==> config.mk <==
export PLATFORM = sky130hd
export DESIGN_NAME = mbinit_sb_tx_arbiter_flat
export DESIGN_NICKNAME = d
export VERILOG_FILES = /design/src/rtl/mbinit_sb_tx_arbiter_if.sv /design/src/rtl/mbinit_sb_tx_arbiter.sv /design/src/flat_wrapper.sv
export SDC_FILE = /design/constraint.sdc
export NUM_CORES = 1
export LEC_CHECK = 0
export CORE_ASPECT_RATIO = 0.9
export CORE_UTILIZATION = 40
export CTS_CLUSTER_SIZE = 14
export DETAILED_ROUTE_END_ITERATION = 8
export GPL_TIMING_DRIVEN = 0
export HOLD_SLACK_MARGIN = 0.08
export PLACE_DENSITY_LB_ADDON = 0.15
export SYNTH_ARGS = -nofsm -noshare
export SYNTH_HDL_FRONTEND = slang
export SYNTH_SLANG_ARGS = --single-unit
==> constraint.sdc <==
create_clock -name clk -period 1.99 [get_ports clk]
set_input_delay 0.199 -clock clk [delete_from_list [all_inputs] [get_ports clk]]
set_output_delay 0.199 -clock clk [all_outputs]
set_load 0.1 [all_outputs]
==> src/rtl/mbinit_sb_tx_arbiter_if.sv <==
// Sideband TX arbitration bundle: two requesters, serializer feedback, error clear
// and the arbiter's grant/launch/status outputs.
interface mbinit_sb_tx_arbiter_if;
    logic       i_req_module;
    logic [3:0] i_msg_module;
    logic       i_req_partner;
    logic [3:0] i_msg_partner;
    logic       i_falling_edge_busy;
    logic       i_err_clr;
    logic       o_gnt_module;
    logic       o_gnt_partner;
    logic [3:0] o_TX_SbMessage;
    logic       o_ValidOutData;
    logic       o_busy;
    logic       o_timeout_err;

    // master is the arbiter itself; slave is the requester/serializer side
    modport master (
        input  i_req_module, i_msg_module, i_req_partner, i_msg_partner,
        input  i_falling_edge_busy, i_err_clr,
        output o_gnt_module, o_gnt_partner, o_TX_SbMessage, o_ValidOutData,
        output o_busy, o_timeout_err
    );

    modport slave (
        output i_req_module, i_msg_module, i_req_partner, i_msg_partner,
        output i_falling_edge_busy, i_err_clr,
        input  o_gnt_module, o_gnt_partner, o_TX_SbMessage, o_ValidOutData,
        input  o_busy, o_timeout_err
    );
endinterface

==> src/rtl/mbinit_sb_tx_arbiter.sv <==
// Two-way round-robin arbiter for the MBINIT sideband TX channel: one message in
// flight at a time, with a watchdog on the serializer's completion pulse.
module mbinit_sb_tx_arbiter #(
    parameter int unsigned TIMEOUT_CYCLES = 16'd8000,
    parameter int          CNT_W          = 16
) (
    input  logic                      clk,
    input  logic                      rst,
    mbinit_sb_tx_arbiter_if.master    bus
);

    typedef enum logic [1:0] {
        IDLE      = 2'd0,
        ISSUE     = 2'd1,
        WAIT_DONE = 2'd2,
        ERROR     = 2'd3
    } state_t;

    localparam logic [CNT_W-1:0] TERM_CNT = CNT_W'(TIMEOUT_CYCLES - 1);
    localparam logic [CNT_W-1:0] CNT_ONE  = CNT_W'(1);

    state_t           state_q, state_d;
    logic [3:0]       msg_q, msg_d;
    logic             owner_partner_q, owner_partner_d;
    logic             last_partner_q, last_partner_d;
    logic [CNT_W-1:0] cnt_q, cnt_d;
    logic             err_q, err_d;
    logic             pick_partner;

    always_ff @(posedge clk) begin
        if (rst) begin
            state_q         <= IDLE;
            msg_q           <= 4'b0000;
            owner_partner_q <= 1'b0;
            last_partner_q  <= 1'b0;
            cnt_q           <= '0;
            err_q           <= 1'b0;
        end else begin
            state_q         <= state_d;
            msg_q           <= msg_d;
            owner_partner_q <= owner_partner_d;
            last_partner_q  <= last_partner_d;
            cnt_q           <= cnt_d;
            err_q           <= err_d;
        end
    end

    // On a tie the side not granted last wins; a lone request always wins.
    always_comb begin
        pick_partner = 1'b0;
        if (bus.i_req_module && bus.i_req_partner) begin
            pick_partner = !last_partner_q;
        end else begin
            pick_partner = bus.i_req_partner;
        end
    end

    always_comb begin
        state_d         = state_q;
        msg_d           = msg_q;
        owner_partner_d = owner_partner_q;
        last_partner_d  = last_partner_q;
        cnt_d           = cnt_q;
        err_d           = err_q;
        unique case (state_q)
            IDLE: begin
                if (bus.i_req_module || bus.i_req_partner) begin
                    owner_partner_d = pick_partner;
                    last_partner_d  = pick_partner;
                    msg_d           = pick_partner ? bus.i_msg_partner : bus.i_msg_module;
                    state_d         = ISSUE;
                end
            end
            ISSUE: begin
                cnt_d   = '0;
                state_d = WAIT_DONE;
            end
            WAIT_DONE: begin
                // A done pulse on the terminal count still counts as success.
                if (bus.i_falling_edge_busy) begin
                    state_d = IDLE;
                end else if (cnt_q == TERM_CNT) begin
                    err_d   = 1'b1;
                    state_d = ERROR;
                end else begin
                    cnt_d = cnt_q + CNT_ONE;
                end
            end
            ERROR: begin
                if (bus.i_err_clr) begin
                    err_d   = 1'b0;
                    state_d = IDLE;
                end
            end
            default: begin
                state_d = IDLE;
            end
        endcase
    end

    assign bus.o_ValidOutData = (state_q == ISSUE);
    assign bus.o_gnt_module   = (state_q == ISSUE) && !owner_partner_q;
    assign bus.o_gnt_partner  = (state_q == ISSUE) && owner_partner_q;
    assign bus.o_TX_SbMessage = ((state_q == ISSUE) || (state_q == WAIT_DONE)) ? msg_q : 4'b0000;
    assign bus.o_busy         = (state_q != IDLE);
    assign bus.o_timeout_err  = err_q;

endmodule

==> src/flat_wrapper.sv <==
// flat-port wrapper written by rule: the top's interface ports become plain ports
module mbinit_sb_tx_arbiter_flat 
#(
    parameter int unsigned TIMEOUT_CYCLES = 16'd8000,
    parameter int          CNT_W          = 16
)
  (clk, rst, bus_i_req_module, bus_i_msg_module, bus_i_req_partner, bus_i_msg_partner, bus_i_falling_edge_busy, bus_i_err_clr, bus_o_gnt_module, bus_o_gnt_partner, bus_o_TX_SbMessage, bus_o_ValidOutData, bus_o_busy, bus_o_timeout_err);
  mbinit_sb_tx_arbiter_if bus_i ();
  input  logic clk;
  input  logic rst;
  input wire logic [$bits(bus_i.i_req_module)-1:0] bus_i_req_module;
  input wire logic [$bits(bus_i.i_msg_module)-1:0] bus_i_msg_module;
  input wire logic [$bits(bus_i.i_req_partner)-1:0] bus_i_req_partner;
  input wire logic [$bits(bus_i.i_msg_partner)-1:0] bus_i_msg_partner;
  input wire logic [$bits(bus_i.i_falling_edge_busy)-1:0] bus_i_falling_edge_busy;
  input wire logic [$bits(bus_i.i_err_clr)-1:0] bus_i_err_clr;
  output wire logic [$bits(bus_i.o_gnt_module)-1:0] bus_o_gnt_module;
  output wire logic [$bits(bus_i.o_gnt_partner)-1:0] bus_o_gnt_partner;
  output wire logic [$bits(bus_i.o_TX_SbMessage)-1:0] bus_o_TX_SbMessage;
  output wire logic [$bits(bus_i.o_ValidOutData)-1:0] bus_o_ValidOutData;
  output wire logic [$bits(bus_i.o_busy)-1:0] bus_o_busy;
  output wire logic [$bits(bus_i.o_timeout_err)-1:0] bus_o_timeout_err;
  assign bus_i.i_req_module = bus_i_req_module;
  assign bus_i.i_msg_module = bus_i_msg_module;
  assign bus_i.i_req_partner = bus_i_req_partner;
  assign bus_i.i_msg_partner = bus_i_msg_partner;
  assign bus_i.i_falling_edge_busy = bus_i_falling_edge_busy;
  assign bus_i.i_err_clr = bus_i_err_clr;
  assign bus_o_gnt_module = bus_i.o_gnt_module;
  assign bus_o_gnt_partner = bus_i.o_gnt_partner;
  assign bus_o_TX_SbMessage = bus_i.o_TX_SbMessage;
  assign bus_o_ValidOutData = bus_i.o_ValidOutData;
  assign bus_o_busy = bus_i.o_busy;
  assign bus_o_timeout_err = bus_i.o_timeout_err;
  mbinit_sb_tx_arbiter #(.TIMEOUT_CYCLES(TIMEOUT_CYCLES), .CNT_W(CNT_W)) u_core (.clk(clk), .rst(rst), .bus(bus_i));
endmodule
==> results of run 1 <==
==> Yosys cell counts, drive strengths merged <==
library cell	n
nor3b	2
clkbuf	1
a21oi	10
and2b	1
or2	1
a21boi	2
nand2	14
nand4	7
dlygate4sd1	1
buf	3
and3	2
a31oi	2
o21a	1
mux2	3
nand3	4
and4	2
nor2b	3
ha	6
nor4b	2
or3	1
o211ai	2
a41oi	1
a311oi	1
a211oi	4
nor3	6
xor2	6
o31ai	1
mux2i	5
xnor2	3
o2111a	1
nor2	24
nand2b	3
dfxtp	24
and2	8
inv	4
==> cell type report <==
| type | count | share of cell area (%) |
|---|---|---|
| buffer | 4 | 2.036 |
| multi-input combinational | 128 | 51.35 |
| tap | 42 | 3.055 |
| clock buffer | 4 | 3.200 |
| inverter | 4 | 0.8727 |
| timing repair buffer | 21 | 11.49 |
| sequential | 24 | 28.00 |
==> cells by family after synthesis <==
kind of cell,Yosys count,synth area share [%]
and+or+nand+nor,80,32.16
xor gates and xnor gates,9,5.676
AOI/OAI and AO/OA,25,11.98
buffers and inverters,9,3.873
muxes,8,6.306
DFF,24,34.59
adders and majority gates,6,5.405
==> worst max-delay path, delay by kind of cell (launching register included) <==
kind	cells	cell delay (ns)
adder cells (fa/ha/maj)	1	0.23
buffers and inverters	2	0.68
AND/OR/NAND/NOR	1	0.14
flip-flops	1	0.35
==> stage by stage <==
stage               hold WS (ns)  instance area (um2)
floorplan                 0.3156                 1400
global placement          0.4087                 1663
finish                    0.1188                 1720
detailed placement        0.4165                 1663
CTS                       0.1203                 1703
global route              0.1138                 1720
==> worst paths after layout <==
path / to / slack (ns) / cells past startpoint
worst max-delay path: bus_o_gnt_partner / 0.12 / 4
worst min-delay path: u_core.state_q[0]$_SDFFE_PP0P_ / 0.12 / 2
worst max register to register: u_core.cnt_q[0]$_SDFFE_PP0P_ / 0.17 / 6
worst min register to register: u_core.msg_q[3]$_SDFFE_PP0P_ / 0.50 / 2
==> flip-flops by register name, indices dropped and copies added (netlist names) <==
register                  count
u_core.bus.o_timeout_err      1
u_core.last_partner_q         1
u_core.cnt_q                 16
u_core.msg_q                  4
u_core.state_q                2
==> layout by cell type, fill, tap and decap left out, drive strengths merged, types with 6 or more instances in the layout <==
cell,n
nor2,24
dfxtp,24
nand2,14
clkdlybuf4s50,12
a21oi,10
and2,8
nand4,7
buf,7
xor2,6
nor3,6
ha,6
==> power breakdown <==
part / switching, mW / internal, mW
Combinational: 0.383 / 0.149
Sequential: 0.0240 / 0.510
Clock: 0.156 / 0.177
==> routing by layer <==
metal,wire length [um],GRT usage (%)
met4,23,4.762
met5,0,0
met2,1455,30.70
met3,127,4.134
met1,1415,22.87
==> flow_summary.json, run 1 <==
{
  "numPortBuffers": 21,
  "tightestPinTransition_ns": 0.9599,
  "fin_skew_ns": 0.01198,
  "setup_tns_ns": 0,
  "grt_pass1_vias": 1144,
  "viasPerCell": 5.308,
  "grt_overflow_total": 0,
  "required_ns": 1.79,
  "max_slew_margin_pct": 35.90,
  "fin_cells": 227,
  "finalHoldViolations": 0,
  "grt_max_degree": 14,
  "max_cap_viol_count": 0,
  "hpwl_um": 2312,
  "clock_path_buffers": 2,
  "crit_slowest_cell": "clkdlybuf4s15_2",
  "syn-cell-area_mm2": 0.001389,
  "fmaxAchievable_ghz": 0.5346,
  "layout_min_cycle_time_ns": 1.871,
  "seqCellArea_um2": 481.7,
  "critPathMaxFanout": 5,
  "fin_crit_sh_pct": 94.00,
  "drtIter0Drc": 47,
  "core_mm2": 0.003186,
  "hold_start": "rst",
  "antenna_left": 0,
  "startpoint_type": "flop",
  "synth_nets": 181,
  "ir_worst_vdd_v": 0.0004955,
  "post_cts_buffers": 0,
  "finalWirelength_um": 3021,
  "io_pins": 23,
  "synth_area_leaders": "dfxtp_1 (35%), nor2_1 (6.2%), ha_1 (5.4%)",
  "start_util_pct": 43.60,
  "antenna_found_initial": 0,
  "setup_violations": 0,
  "yosys_warnings": 0,
  "insertion_delay_ns": 0.27,
  "critical-path-max-stage-delay_ns": 0.55,
  "synth.distinct_cells": 43,
  "fill_cells": 304,
  "status": "finished, final reports clean",
  "cts_tree": "done",
  "antenna_cells": 0,
  "die_h_um": 57.90,
  "place_inst": 224,
  "cts-root-buf": "clkbuf_8",
  "yosysTopAreaCellShare_pct": 34.59,
  "place_congestion": 0.7790,
  "cp.arrival_ns": 1.67,
  "crit_path_end_kind": "output pin",
  "leakage_nw": 0.6840,
  "drive_above_1_share_pct": 17.84,
  "grt_pass1_wl_um": 5126,
  "path_clk_slew_ns": 0.09,
  "drv_slew": 0,
  "cts_resized": 32,
  "die-area_mm2": 0.003712,
  "path_cells": "inv_1, ha_2, and2_2, clkdlybuf4s15_2",
  "synth_top_cell_by_area": "dfxtp_1",
  "cts_hold_buf": 0,
  "grt_usage_pct": 17.94,
  "critPathKind": "reg -> out",
  "first_pass_iters": 4,
  "timing.rr.start": "u_core.cnt_q[0]$_SDFFE_PP0P_",
  "vias": 1205,
  "hold_path.class": "in -> reg",
  "pre_cts_slack_ns": -0.3095,
  "syn_area_per_cell_um2": 8.626,
  "htreeDepth": 1,
  "drc": 0,
  "clock-sinks": 24,
  "die_w_um": 64.11,
  "nNetsFinal": 206,
  "post-route-util_pct": 54.01,
  "ys_seq_elements": 24,
  "ys_seq_area_share_pct": 34.59,
  "layout_setup_ws_ns": 0.1194,
  "worstSetupStartpoint": "u_core.state_q[1]$_SDFFE_PP0P_",
  "synthCells": 161,
  "rsz0062_at_grt": "no",
  "multi_input_area_um2": 883.3,
  "pwr_density_cell_mw_per_mm2": 813.2,
  "p_total_mw": 1.399,
  "routed_wire_length_per_instance_um": 13.31,
  "synthToLayoutAreaGrowth_pct": 23.87,
  "num_rows": 19,
  "cts_made_buffers": 3
}
No activity file was read; power rests on OpenSTA's default activity.
==> run 2: changes to the inputs <==
==> constraint.sdc (replaced) <==
create_clock -name clk -period 2.3 [get_ports clk]
set_input_delay 0.23 -clock clk [delete_from_list [all_inputs] [get_ports clk]]
set_output_delay 0.23 -clock clk [all_outputs]
set_load 0.1 [all_outputs]
==> run 2 against run 1 <==
Clock-buffer cell count shrank 1. Total power down 16%. Final cell count did not move. First-iteration DRC count is 83% higher. Largest power group is now combinational logic. Flip-flop and latch count stayed put. Utilization decreased by 0.47 points. Worst setup slack worse by 0.020 ns. Routed wire length is 2.7% higher. Non-clock buffer count grew 1. Clock power down 27%. Via count grew 2.7%. Clock skew down 0.0026 ns.
==> flow_summary.json, run 2 (synthesis gave the netlist of run 1 again) <==
{
  "place_inst": 224,
  "drv_slew": 0,
  "synthToLayoutAreaGrowth_pct": 22.79,
  "grt_overflow_total": 0,
  "ir_worst_vdd_v": 0.0004109,
  "whs_path_depth": 2,
  "drtIter0Drc": 86,
  "start_util_pct": 43.60,
  "drive_above_1_share_pct": 12.43,
  "cts_made_buffers": 3,
  "setup_tns_ns": 0,
  "hold_path.class": "in -> reg",
  "fin_skew_ns": 0.009423,
  "critPathKind": "reg -> out",
  "final_cell_mix": "dfxtp_1 (24), nor2_1 (23), nand2_1 (14), clkdlybuf4s50_1 (13), a21oi_1 (10)",
  "hpwl_um": 2378,
  "leakage_nw": 0.6527,
  "fmaxAchievable_ghz": 0.4544,
  "status": "finished, final reports clean",
  "drc": 0,
  "grt_usage_pct": 18.45,
  "fin_cells": 227,
  "antenna_left": 0,
  "largest_reg_flops": 16,
  "num_rows": 19,
  "finalHoldViolations": 0,
  "clock-sinks": 24,
  "worst-r2r-cell-count": 8,
  "die-area_mm2": 0.003712,
  "hold_start": "rst",
  "r2r-end": "u_core.cnt_q[14]$_SDFFE_PP0P_",
  "fin_crit_sh_pct": 95.68,
  "layout_min_cycle_time_ns": 2.201,
  "cts_tree": "done",
  "tightestPinTransition_ns": 0.9582,
  "max_cap_viol_count": 0,
  "setup_violations": 0,
  "htreeDepth": 1,
  "antenna_cells": 0,
  "post_cts_buffers": 0,
  "io_pins": 23,
  "final_common_cell": "dfxtp_1",
  "regMostFlops": "u_core.cnt_q",
  "numPortBuffers": 21,
  "rsz0062_at_grt": "no",
  "die_w_um": 64.11,
  "pwr_density_cell_mw_per_mm2": 687.6,
  "first_pass_iters": 4,
  "grt_pass1_wl_um": 5416,
  "cts-root-buf": "clkbuf_8",
  "die_h_um": 57.90,
  "required_ns": 2.07,
  "place_congestion": 0.7930,
  "biggestRegsByFlops": "u_core.cnt_q: 16 flops, u_core.msg_q: 4 flops, u_core.state_q: 2 flops",
  "antenna_found_initial": 0,
  "vias": 1237,
  "path_clk_slew_ns": 0.08,
  "timing.rr.start": "u_core.state_q[0]$_SDFFE_PP0P_",
  "clock_path_buffers": 2,
  "min_to": "u_core.last_partner_q$_SDFFE_PP0P_",
  "finalWirelength_um": 3103,
  "max_slew_margin_pct": 35.92,
  "cp.arrival_ns": 1.97,
  "viasPerCell": 5.449,
  "regToRegSetupSlack_ns": 0.30,
  "crit_path_end_kind": "output pin",
  "insertion_delay_ns": 0.26,
  "post-route-util_pct": 53.54,
  "startpoint_type": "flop",
  "post_dp_cell_area_mm2": 0.001660,
  "grt_pass1_vias": 1244,
  "nNetsFinal": 207,
  "critPathMaxFanout": 5,
  "core_mm2": 0.003186,
  "p_total_mw": 1.173,
  "finish.instance_area_mm2": 0.001705,
  "grt_max_degree": 13,
  "routed_wire_length_per_instance_um": 13.67
}
## run 2: changes by cell type in the layout (fill, tap and decap cells not counted), sizes merged
cell,previous run,this run
buf,7,3
clkdlybuf4s15,4,7
clkdlybuf4s50,12,13
dlygate4sd2,0,1
dlymetal6s2s,1,0
## run 2: worst max path at each step
stage / from / end / slack [ns] / depth (start not counted)
2_1_floorplan: u_core.state_q[1]$_SDFFE_PP0P_ / bus_o_gnt_module / 0.12 / 3
3_3_place_gp: u_core.state_q[0]$_SDFFE_PP0P_ / bus_o_TX_SbMessage[0] / -0.02 / 4
3_5_place_dp: u_core.state_q[0]$_SDFFE_PP0P_ / bus_o_TX_SbMessage[1] / -0.06 / 4
4_1_cts: u_core.state_q[0]$_SDFFE_PP0P_ / bus_o_busy / 0.06 / 4
5_1_grt: u_core.state_q[1]$_SDFFE_PP0P_ / bus_o_gnt_partner / 0.02 / 4
6_report: u_core.state_q[1]$_SDFFE_PP0P_ / bus_o_gnt_module / 0.1 / 4
## run 2: critical path, cell delays in order, from the launching register on
cell and delay [ns]:
dfxtp_1 0.35, inv_1 0.12, ha_1 0.25, nor2b_4 0.16, clkdlybuf4s15_1 0.82
## run 2: layer usage
metal	wire length [um]	track usage, %
met1	1436	23.02
met4	0	3.810
met3	112	4.134
met2	1554	32.83
met5	0	0
## run 2: per-stage QoR
stage,hold WS [ns],worst slack (ns)
finish,0.1593,0.09941
global route,0.1642,0.02245
CTS,0.1558,0.06264
detailed placement,0.4425,-0.06413
global placement,0.4375,-0.01687
floorplan,0.3466,0.1171
## run 2: cell type report
type                    instances  area, um2
clock buffers                   3      41.29
plain buffers                   5      38.79
inverters                       4      15.01
fillers                       317       1480
multi-input cells             128      863.3
repair buffers                 21      214.0
well taps                      42      52.55
flip-flops and latches         24      480.5
## run 2: power breakdown
part	internal [mW]	leakage, nW	switching, mW	total [mW]
clock	0.117	0.0216	0.126	0.243
sequential	0.441	0.195	0.0210	0.462
combinational	0.131	0.436	0.337	0.468
total	0.689	0.653	0.484	1.17
## run 2: timing repair
item / in CTS / in global routing
setup endpoints to repair: 8 / 3
resized for setup: 16 / 3
hold buffers: 0 / 0
==> run 3: changes to the inputs <==
--- a/config.mk
+++ b/config.mk
@@ -6,7 +6,7 @@
 export NUM_CORES = 1
 export LEC_CHECK = 0
 export CORE_ASPECT_RATIO = 0.9
-export CORE_UTILIZATION = 40
+export CORE_UTILIZATION = 50
 export CTS_CLUSTER_SIZE = 14
 export DETAILED_ROUTE_END_ITERATION = 8
 export GPL_TIMING_DRIVEN = 0
==> run 3 against run 2 <==
The flow now finishes with violations (DRC). Total power up 4.7%. Non-clock buffer count up 1. Utilization up 13 points. Die area down 19%. Largest power group is now sequential cells. Critical path depth down 1. Worst setup slack better by 0.033 ns. First-iteration DRC count down 38%. Final cell count down 5.3%. Routed wire length down 7.5%. Global-route usage up 3.5 points. Maximum frequency up 1.5%. Critical endpoint is now bus_o_ValidOutData.
==> flow_summary.json, run 3 (synthesis gave the netlist of run 1 again) <==
{
  "status": "complete, but fails checks",
  "violations": "DRC",
  "htreeDepth": 1,
  "routed_wire_length_per_instance_um": 13.35,
  "synthToLayoutAreaGrowth_pct": 21.98,
  "grt_pass1_wl_um": 5030,
  "hpwl_um": 2207,
  "grt_pass1_vias": 1159,
  "viasPerCell": 5.591,
  "place_congestion": 0.8772,
  "layout_min_cycle_time_ns": 2.167,
  "cts-root-buf": "clkbuf_4",
  "max_cap_viol_count": 0,
  "start_util_pct": 54.87,
  "drc": 1,
  "vias": 1202,
  "drive_above_1_share_pct": 14.44,
  "required_ns": 2.07,
  "crit_slowest_cell": "dlygate4sd2_1",
  "grt_max_degree": 15,
  "cts_tree": "done",
  "post-route-util_pct": 66.93,
  "fin_crit_sh_pct": 94.24,
  "critical-path-max-stage-delay_ns": 0.87,
  "largest_reg_flops": 16,
  "die-area_mm2": 0.002993,
  "path_cells": "inv_1, ha_1, dlygate4sd2_1",
  "path_buf_inv": 2,
  "critical-path-top-delay-family": "buffers and inverters",
  "startpoint_type": "flop",
  "cp.arrival_ns": 1.94,
  "fin_skew_ns": 0.003981,
  "pwr_density_cell_mw_per_mm2": 724.8,
  "max_slew_margin_pct": 36.04,
  "layout_setup_ws_ns": 0.1325,
  "die_w_um": 57.56,
  "num_rows": 17,
  "critPathMaxFanout": 5,
  "die_h_um": 52,
  "setup_violations": 0,
  "fmaxAchievable_ghz": 0.4614,
  "drtIter0Drc": 53,
  "clock-sinks": 24,
  "leakage_nw": 0.6628,
  "finalHoldViolations": 0,
  "fill_cells": 194,
  "p_total_mw": 1.228,
  "ir_worst_vdd_v": 0.0003628,
  "drv_slew": 0,
  "nNetsFinal": 208,
  "tightestPinTransition_ns": 0.9565,
  "first_pass_iters": 6,
  "cts_made_buffers": 3,
  "clock_path_buffers": 2,
  "finalWirelength_um": 2870,
  "path_clk_slew_ns": 0.13,
  "biggestRegsByFlops": "u_core.cnt_q: 16 flops, u_core.msg_q: 4 flops, u_core.state_q: 2 flops",
  "hold_path.class": "reg -> reg",
  "crit_path_end_kind": "output pin",
  "io_pins": 23,
  "pre_cts_slack_ns": -0.01637,
  "antenna_cells": 0,
  "final_cell_mix": "dfxtp_1 (24), nor2_1 (23), nand2_1 (14), clkdlybuf4s50_1 (13), a21oi_1 (10)",
  "numPortBuffers": 21,
  "grt_overflow_total": 0,
  "critPathKind": "reg -> out",
  "grt_usage_pct": 21.97,
  "antenna_found_initial": 0,
  "core_mm2": 0.002531,
  "antenna_left": 0,
  "final_common_cell": "dfxtp_1",
  "regMostFlops": "u_core.cnt_q",
  "rsz0062_at_grt": "no",
  "insertion_delay_ns": 0.32
}
-- run 3: cell types whose count changed in the layout (fill, tap and decap cells not counted) --
cell             change
clkbuf_2             +3
clkbuf_4             +3
clkbuf_8             -3
clkdlybuf4s15_1      -3
bufinv_16            +1
dlygate4sd3_1        +1
-- run 3: power breakdown --
part           total (mW)  internal (mW)  leakage [nW]  switching [mW]
Clock               0.308          0.176        0.0279           0.132
Sequential          0.461          0.441         0.195          0.0199
Combinational       0.459          0.127         0.440           0.332
Total                1.23          0.744         0.663           0.484
-- run 3: layout make-up --
type | count | area, um2 | share of cell area, %
inverter | 4 | 15.01 | 0.8863
timing repair buffer | 22 | 209.0 | 12.33
tap | 28 | 35.03 | 2.068
buffer | 5 | 38.79 | 2.290
multi-input combinational | 128 | 863.3 | 50.96
sequential | 24 | 480.5 | 28.36
clock inverter | 1 | 30.03 | 1.773
clock buffer | 3 | 22.52 | 1.329
-- run 3: through the flow --
step / std cells / hold WS [ns] / area, um2 / TNS [ns]
2_1_floorplan: 161 / 0.3466 / 1398 / 0
3_3_place_gp: 210 / 0.4390 / 1643 / -0.002759
3_5_place_dp: 210 / 0.4403 / 1643 / -0.05366
4_1_cts: 214 / 0.09007 / 1698 / 0
5_1_grt: 215 / 0.5135 / 1694 / 0
6_report: 215 / 0.5020 / 1694 / 0
-- run 3: repair_timing --
action | 4_1_cts | 5_1_grt
endpoints found under the hold margin | 0 | 1
buffers inserted | 0 | 0
resized for setup | 18 | 4
hold buffers | 0 | 1
setup endpoints to repair | 8 | 3
gates cloned | 0 | 0
-- run 3: tightest hold or removal path, delay by kind of cell (launching register included) --
| kind | cells | cell delay, ns |
|---|---|---|
| AO/OA/AOI/OAI | 1 | 0.05 |
| flip-flops | 1 | 0.33 |
| AND/OR/NAND/NOR | 1 | 0.09 |
-- run 3: final timing paths --
| path | cells after the start | slack, ns | end | startpoint |
|---|---|---|---|---|
| setup / recovery | 3 | 0.13 | bus_o_ValidOutData | u_core.state_q[1]$_SDFFE_PP0P_ |
| hold / removal | 2 | 0.50 | u_core.msg_q[0]$_SDFFE_PP0P_ | u_core.msg_q[0]$_SDFFE_PP0P_ |
| setup reg to reg | 8 | 0.40 | u_core.cnt_q[14]$_SDFFE_PP0P_ | u_core.state_q[0]$_SDFFE_PP0P_ |
| hold reg to reg | 2 | 0.50 | u_core.msg_q[0]$_SDFFE_PP0P_ | u_core.msg_q[0]$_SDFFE_PP0P_ |
-- run 3: routing by layer --
metal | up-vias | global-route usage (%) | part of all wire [%]
met5 | - | 0 | 0
met4 | 0 | 8.537 | 0.59
met3 | 2 | 4.478 | 4.1
met2 | 21 | 36.24 | 47
met1 | 564 | 28.18 | 48
li1 | 615 | - | -
